--- config.mk ---
export PLATFORM = sky130hd
export DESIGN_NAME = instruction_mem
export DESIGN_NICKNAME = d
export VERILOG_FILES = /design/src/rtl/isa_pkg.sv /design/src/rtl/inst_mem_array.sv /design/src/rtl/instruction_mem.sv
export SDC_FILE = /design/constraint.sdc
export NUM_CORES = 1
export LEC_CHECK = 0
export CAP_MARGIN = 25
export CORE_MARGIN = 3
export CORE_UTILIZATION = 40
export DETAILED_ROUTE_END_ITERATION = 12
export GPL_TIMING_DRIVEN = 0
export PLACE_DENSITY = 0.67
export SLEW_MARGIN = 20
export SYNTH_ARGS = -nofsm -noshare
export SYNTH_HDL_FRONTEND = slang
export SYNTH_SLANG_ARGS = --single-unit
--- constraint.sdc ---
create_clock -name clk -period 6.3 [get_ports clk]
set_input_delay 0.945 -clock clk [delete_from_list [all_inputs] [get_ports clk]]
set_output_delay 0.945 -clock clk [all_outputs]
set_load 0.05 [all_outputs]
--- src/rtl/isa_pkg.sv ---
// Shared ISA constants for the fetch stage: opcode field layout, opcode
// encodings and the bubble instruction.
package isa_pkg;
  localparam int OPCODE_W  = 5;
  localparam int OPERAND_W = 4;
  localparam int ISA_W     = OPCODE_W + OPERAND_W;

  localparam logic [OPCODE_W-1:0] OP_ADD   = 5'h01;
  localparam logic [OPCODE_W-1:0] OP_SUB   = 5'h02;
  localparam logic [OPCODE_W-1:0] OP_SETI  = 5'h0C;
  localparam logic [OPCODE_W-1:0] OP_HALT  = 5'h1A;
  localparam logic [OPCODE_W-1:0] OP_RSCNT = 5'h1C;

  localparam logic [ISA_W-1:0] NOP_INST = '0;
endpackage

--- src/rtl/inst_mem_array.sv ---
// Single-port DEPTH x INST_W instruction store: synchronous write,
// synchronous read. The read register holds its value when re_i is low,
// which lets the fetch stage freeze its output during a stall.
module inst_mem_array #(
  parameter int              INST_W   = 9,
  parameter int              DEPTH    = 128,
  parameter int              IDX_W    = 7,
  parameter logic [INST_W-1:0] INIT_WORD = '0
) (
  input  logic              clk,
  input  logic              we_i,
  input  logic              re_i,
  input  logic [IDX_W-1:0]  addr_i,
  input  logic [INST_W-1:0] wdata_i,
  output logic [INST_W-1:0] rdata_o
);
  // Power-up contents: every word reads as the bubble until written.
  logic [INST_W-1:0] mem_q [DEPTH] = '{default: INIT_WORD};
  logic [INST_W-1:0] rdata_q = INIT_WORD;

  // One shared address port: either write or read on a given edge.
  always_ff @(posedge clk) begin
    if (we_i) mem_q[addr_i] <= wdata_i;
    else if (re_i) rdata_q <= mem_q[addr_i];
  end

  assign rdata_o = rdata_q;
endmodule

--- src/rtl/instruction_mem.sv ---
// Instruction fetch memory: one-cycle registered fetch with program load,
// stall, flush, sticky halt detection and sticky out-of-range PC flag.
module instruction_mem
  import isa_pkg::*;
#(
  parameter int                INST_W   = 9,
  parameter int                ADDR_W   = 16,
  parameter int                DEPTH    = 128,
  parameter logic [INST_W-1:0] NOP_INST = isa_pkg::NOP_INST
) (
  input  logic              clk,
  input  logic              rst,
  input  logic [ADDR_W-1:0] pc,
  input  logic              stall,
  input  logic              flush,
  input  logic              load_en,
  input  logic [ADDR_W-1:0] load_addr,
  input  logic [INST_W-1:0] load_data,
  output logic [INST_W-1:0] inst,
  output logic              inst_valid,
  output logic [ADDR_W-1:0] pc_out,
  output logic              halted,
  output logic              pc_oob
);
  localparam int IDX_W = (DEPTH > 1) ? $clog2(DEPTH) : 1;

  logic              valid_q, valid_d;
  logic              sel_q, sel_d;      // 1: inst comes from the array read register
  logic [ADDR_W-1:0] pc_out_q, pc_out_d;
  logic              halted_q, halted_d;
  logic              oob_q, oob_d;

  logic              mem_we, mem_re;
  logic [IDX_W-1:0]  mem_addr;
  logic [INST_W-1:0] mem_rdata;
  logic              pc_in_rng, ld_in_rng;

  assign pc_in_rng = (64'(pc) < 64'(DEPTH));
  assign ld_in_rng = (64'(load_addr) < 64'(DEPTH));

  inst_mem_array #(
    .INST_W   (INST_W),
    .DEPTH    (DEPTH),
    .IDX_W    (IDX_W),
    .INIT_WORD(NOP_INST)
  ) u_array (
    .clk    (clk),
    .we_i   (mem_we),
    .re_i   (mem_re),
    .addr_i (mem_addr),
    .wdata_i(load_data),
    .rdata_o(mem_rdata)
  );

  // Per-edge priority: load > flush > stall > fetch (reset applied in the flop).
  always_comb begin
    mem_we   = 1'b0;
    mem_re   = 1'b0;
    mem_addr = pc[IDX_W-1:0];
    valid_d  = valid_q;
    sel_d    = sel_q;
    pc_out_d = pc_out_q;
    oob_d    = oob_q;
    // Halt latches one edge after a real fetch of the halt opcode is presented.
    halted_d = halted_q | (valid_q && inst[INST_W-1 -: OPCODE_W] == OP_HALT);
    if (load_en) begin
      mem_we   = ld_in_rng && !rst;
      mem_addr = load_addr[IDX_W-1:0];
      valid_d  = 1'b0;
      sel_d    = 1'b0;
    end else if (flush) begin
      valid_d  = 1'b0;
      sel_d    = 1'b0;
      pc_out_d = pc;
    end else if (!stall) begin
      mem_re   = pc_in_rng && !rst;
      valid_d  = 1'b1;
      sel_d    = pc_in_rng;
      pc_out_d = pc;
      oob_d    = oob_q | !pc_in_rng;
    end
  end

  // Fetch-stage control and sticky status registers.
  always_ff @(posedge clk) begin
    if (rst) begin
      valid_q  <= 1'b0;
      sel_q    <= 1'b0;
      pc_out_q <= '0;
      halted_q <= 1'b0;
      oob_q    <= 1'b0;
    end else begin
      valid_q  <= valid_d;
      sel_q    <= sel_d;
      pc_out_q <= pc_out_d;
      halted_q <= halted_d;
      oob_q    <= oob_d;
    end
  end

  assign inst       = sel_q ? mem_rdata : NOP_INST;
  assign inst_valid = valid_q;
  assign pc_out     = pc_out_q;
  assign halted     = halted_q;
  assign pc_oob     = oob_q;
endmodule

# Yosys cells after proc, flatten, opt, wreduce, memory -nomap -nowiden

Memories as Yosys holds them, arrays and structs flattened. A register that Yosys moved wholly into a read port is not among the register bits.
Index checks and enable logic that the tools add are counted.

Flip-flop bits (word level): 20
Memory bits (writable): 1152
Bits of input ports: 46
Memories kept: 1

Memories:

| memory        | words | bits a word | read ports | clocked after Yosys merged registers in | wr ports | RTL line             | RTL |
|---|---|---|---|---|---|---|---|
| u_array.mem_q | 128   | 9           | 1          | 1                                       | 1        | inst_mem_array.sv:18 | `logic [INST_W-1:0] mem_q [DEPTH] = '{default: INIT_WORD};` |

Order comparisons: 2
Equal/unequal tests: 2
Muxes and demuxes: 10
Bitwise gates (word level): 6
Reduce and logical (&&, ||, !) cells: 9

Operators with widths:

| operator            | number |
|---|---|
| $lt 16x8->1 const B | 2 |
| $mux 16             | 2 |
| $mux 9              | 1 |
| $mux 7              | 1 |
| $mux 1              | 6 |
| $eq 5x5->1 const B  | 1 |
| $not 1->1           | 4 |
| $reduce_and 2->1    | 2 |
| $logic_and 1x1->1   | 3 |
| $reduce_and 3->1    | 1 |
| $reduce_or 3->1     | 1 |
| $logic_not 1->1     | 2 |
| $ne 2x1->1 const B  | 1 |
| $or 1x1->1          | 2 |

# Depth between registers and ports, before layout

Depth after elaboration: 6
Depth in mapped cells: 11
Depth with buffers taken out: 7

# Hierarchy

From an unflattened synthesis, not the netlist that was laid out.

Cell total of the unflattened synthesis: 2833
Area, all modules: 46479.6 um2

By module, submodules not included:

| module          | times used | cells each | area an instance (um2) | sequential area each (um2) |
|---|---|---|---|---|
| inst_mem_array  | 1          | 2718       | 45456.1                | 34863.4 |
| instruction_mem | 1          | 115        | 1023.5                 | 400.4 |

# Worst setup path before layout

No wires, ideal clock.

Kind: input port to flip-flop
Start: input load_en
End: memory u_array.mem_q[56][0] (enable)
Data arrival time: 2.946 ns
Slack: 2.980 ns
Cell stages on the path: 9
Path buffers: 4
Path through: buf_2 > buf_4 > nor4b_1 > nand2_1 > nor4_1 > buf_2 > nand2_1 > clkbuf_1 > nor2_1

Cells in the longest elaborated chain, start to end: 3
Elaborated cells between the ends (all ways): 4
Those cells by class: mux: 4

RTL lines:

| element                      | RTL line              | RTL |
|---|---|---|
| from (decl)                  | instruction_mem.sv:16 | `input logic load_en,` |
| $mux 1                       | instruction_mem.sv:66 | `if (load_en) begin` |
| $mux 1                       | inst_mem_array.sv:23  | `if (we_i) mem_q[addr_i] <= wdata_i;` |
| $mux 1 (implied by the code) | inst_mem_array.sv:23  |  |
| to (decl)                    | inst_mem_array.sv:18  |  |

Several ways; a longest one is shown, not always the timed one.

# Worst setup path after layout

Start: input pc[1]
End: memory u_array.mem_q[101][1] (enable)

Cells in the longest elaborated chain, start to end: 1

RTL lines:

| element     | RTL line              | RTL |
|---|---|---|
| from (decl) | instruction_mem.sv:13 | `input logic [ADDR_W-1:0] pc,` |
| $mux 7      | instruction_mem.sv:66 |  |

No other way between the ends.

==> impl_metrics.ini <==
[power_and_ir_drop]
static-leakage-power_uw = 0.01484
post-layout-total-power_uw = 15990
powerDensity_nw_per_um2 = 319.4
vdd_drop_max_mv = 0.2242

[die]
core_area_um2 = 107700
num_io_pins = 74
placementRows = 120
fp.dieH_um = 336.4
initial_core_util = 0.4056
fp.dieArea_um2 = 113200
chip_width_um = 336.4

[clocking]
cts_buffer_depth = 3
tritoncts_num_sinks = 1181
cts_inserted_buffers = 109
postCtsSetupRepairBufs = 0
insertion_delay_ns = 0.69
post_cts_resized = 0
cts_tree = yes
clk_transition_reported_paths_ns = 0.06
count_of_hold_buffers_inserted_by_post_cts_repair = 0
cts_max_level = 3
clock_tree.root_cell = sky130_fd_sc_hd__clkbuf_16

[detailed_routing]
drt-vias-per-instance = 6.293
route.detailed.wl_per_inst_um = 30.60
drt-initial-drc-count = 4109
routed_wl_um = 125800
drt_first_pass_iters = 6
drc_errors = 0
routed-via-count = 25869
route.antenna.remaining_nets = 0

[placed_design]
placed_cells = 3896
placed_wire_length_estimate_after_detailed_placement_um = 82540
port-buffer-count = 72
gp_congestion = 0.9087
dp_worst_setup_slack_ns = 0.4471

[logic_synthesis]
synth_cell_type_count = 46
synthesis.yosys.warnings = 0
synthesis.area_per_instance_um2 = 18.15
number_of_storage_elements_in_the_synthesis_netlist = 1181
synth-seq-area-share = 0.8077
postSynthCellCount = 2406
mappedNetlistArea_um2 = 43660
mappedNetlistNets = 2452

[worst_setup_path]
crit_arrival_ns = 5.61
top_fanout_value_on_the_critical_path = 10
cp-end-kind = register
worst-endpoint-required_ns = 6.59
classification_of_the_worst_setup_path = primary input to register
worst_setup_path_start_kind = primary input

[global_routing]
grt_start_max_net_pins = 103
grt_pass1_vias = 24801
grt_util_all_layers = 0.2174
gr-total-overflow = 0
number_of_antenna_violations_at_the_first_check_in_global_routing = 2
grt_first_pass_wirelength_um = 176800

[sta]
timing_worst_slew_pin_value_ns = 1.129
rsz0062_at_grt = false
hold_violations = 0
layout_setup_ws_ns = 0.9797
setup-tns-final_ns = 0
layout_worst_path_cycle_share = 0.8445
fmax_mhz = 188.0
period_needed_ns = 5.320
finalSetupViolCount = 0
slew_viols_final = 0
worst_clock_skew_ns = 0.01851
slew-limit-headroom = 0.2474

[cells_and_area]
post_layout_nonfiller_instances = 4111
num-nets-final = 2667
layout-area-overhead-vs-synth_pct = 14.67
utilization_after_layout = 0.4651
share_of_final_layout_standard_cells_stronger_than_drive_strength_1 = 0.1194

[worst_hold_path]
timing.hold.worst.class = register to register

[run]
drv.max_cap_violation_count = 0

[run_status]
outcome = finished, final reports clean
## power breakdown
| part | internal [uW] | total (uW) | leakage [uW] | switching, uW |
|---|---|---|---|---|
| combinational | 245 | 889 | 0.00255 | 644 |
| clock | 3680 | 6470 | 0.00170 | 2790 |
| sequential | 8630 | 8630 | 0.0106 | 3.65 |
| total | 12600 | 16000 | 0.0148 | 3440 |
## layout by cell type (no fill, tap or decap), drive strengths merged, types with 4 or more instances in the layout
| master | instances |
|---|---|
| edfxtp | 1161 |
| a22oi | 536 |
| clkbuf | 201 |
| nor2 | 149 |
| buf | 140 |
| a41oi | 134 |
| clkdlybuf4s50 | 63 |
| mux2i | 53 |
| clkinv | 46 |
| o22ai | 30 |
| nand2 | 23 |
| dfxtp | 20 |
| nor4 | 20 |
| or4 | 16 |
| a221oi | 12 |
| bufinv | 10 |
| or2 | 10 |
| o21ai | 9 |
| and2 | 9 |
| nand2b | 9 |
| a21oi | 8 |
| inv | 7 |
| o32ai | 6 |
| o32a | 4 |
| and3 | 4 |
| nor3 | 4 |
## metrics by stage
| stage | hold slack (ns) | area [um^2] |
|---|---|---|
| after global routing | 0.5120 | 50060 |
| final | 0.4949 | 50070 |
| after CTS | 0.4983 | 49920 |
| after global placement | 0.4795 | 46140 |
| after detailed placement | 0.4795 | 46450 |
| after floorplan | 0.4815 | 43660 |
## metal layers
metal	vias to the layer above	track usage	share of wire
met3	356	0.05383	0.12
met1	13087	0.2928	0.37
met4	2	0.08878	0.046
met5	-	0	0.00010
li1	10597	-	-
met2	1827	0.3394	0.46
## cell families (layout without fill, tap and decap cells)
kind of cell | after synthesis | count (layout) | synth area share
flip-flops | 1181 | 1181 | 0.8077
AO/OA/AOI/OAI | 746 | 746 | 0.1338
AND/OR/NAND/NOR | 254 | 254 | 0.02714
buffers and inverters | 169 | 469 | 0.01845
multiplexers | 56 | 56 | 0.01292
other | 0 | 2 | 0
## synthesized netlist by cell type, drive strengths merged
master / count / area share
clkbuf: 64 / 0.0055
a21oi: 8 / 0.0010
o32ai: 6 / 0.0021
edfxtp: 1161 / 0.80
nand2b: 9 / 0.0015
nand4: 1 / 0.00014
and2: 9 / 0.0013
o41ai: 1 / 0.00020
or3: 1 / 0.00014
inv: 6 / 0.00052
o32a: 4 / 0.00092
o21a: 1 / 0.00017
buf: 99 / 0.012
nor4: 20 / 0.0029
a31oi: 3 / 0.00043
and3: 4 / 0.00057
nand2: 23 / 0.0020
o21ai: 9 / 0.0010
a41oi: 134 / 0.027
o211ai: 1 / 0.00017
nand3: 2 / 0.00023
nor2b: 3 / 0.00043
a22oi: 536 / 0.092
nor4b: 2 / 0.00040
dfxtp: 20 / 0.0092
or2: 10 / 0.0014
nor2: 149 / 0.013
a21o: 1 / 0.00017
or4: 16 / 0.0028
a221oi: 12 / 0.0034
nor3b: 1 / 0.00017
mux2i: 53 / 0.012
o22ai: 30 / 0.0052
mux2: 3 / 0.00077
nor3: 4 / 0.00046
## final cells by class
type                            instances  area, um^2
Clock buffer                          137        2927
Clock inverter                         59       538.0
Fill cell                            8772       57590
Multi-Input combinational cell       1056        7620
Timing Repair Buffer                  104        1154
Sequential cell                      1181       35260
Antenna cell                            2       5.005
Inverter                                6       22.52
Buffer                                163       783.3
Tap cell                             1403        1755
## flip-flops by register name (all words and copies together) (netlist names)
signal           count
pc_oob               1
u_array.rdata_o      9
pc_out              16
u_array.mem_q     1152
halted               1
inst_valid           1
sel_q                1
## final timing paths
kind                                  startpoint                              end  slack [ns]  depth (start not counted)
hold / removal               pc_oob$_SDFFE_PP0P_              pc_oob$_SDFFE_PP0P_        0.49                          2
setup reg to reg  u_array.mem_q[88][2]$_DFFE_PP_     u_array.rdata_o[2]$_DFFE_PP_        3.55                          5
setup / recovery                           pc[1]  u_array.mem_q[101][1]$_DFFE_PP_        0.98                          9
hold reg to reg              pc_oob$_SDFFE_PP0P_              pc_oob$_SDFFE_PP0P_        0.49                          2
## critical path, cell delays in order
cell	delay, ns
sky130_fd_sc_hd__clkdlybuf4s50_1	0.61
sky130_fd_sc_hd__nand2b_1	0.28
sky130_fd_sc_hd__o22ai_1	0.25
sky130_fd_sc_hd__buf_2	0.39
sky130_fd_sc_hd__buf_2	0.55
sky130_fd_sc_hd__buf_1	0.69
sky130_fd_sc_hd__nand2_1	0.53
sky130_fd_sc_hd__buf_2	0.48
sky130_fd_sc_hd__nor2_1	0.86
(Power assumes the default switching activity.)
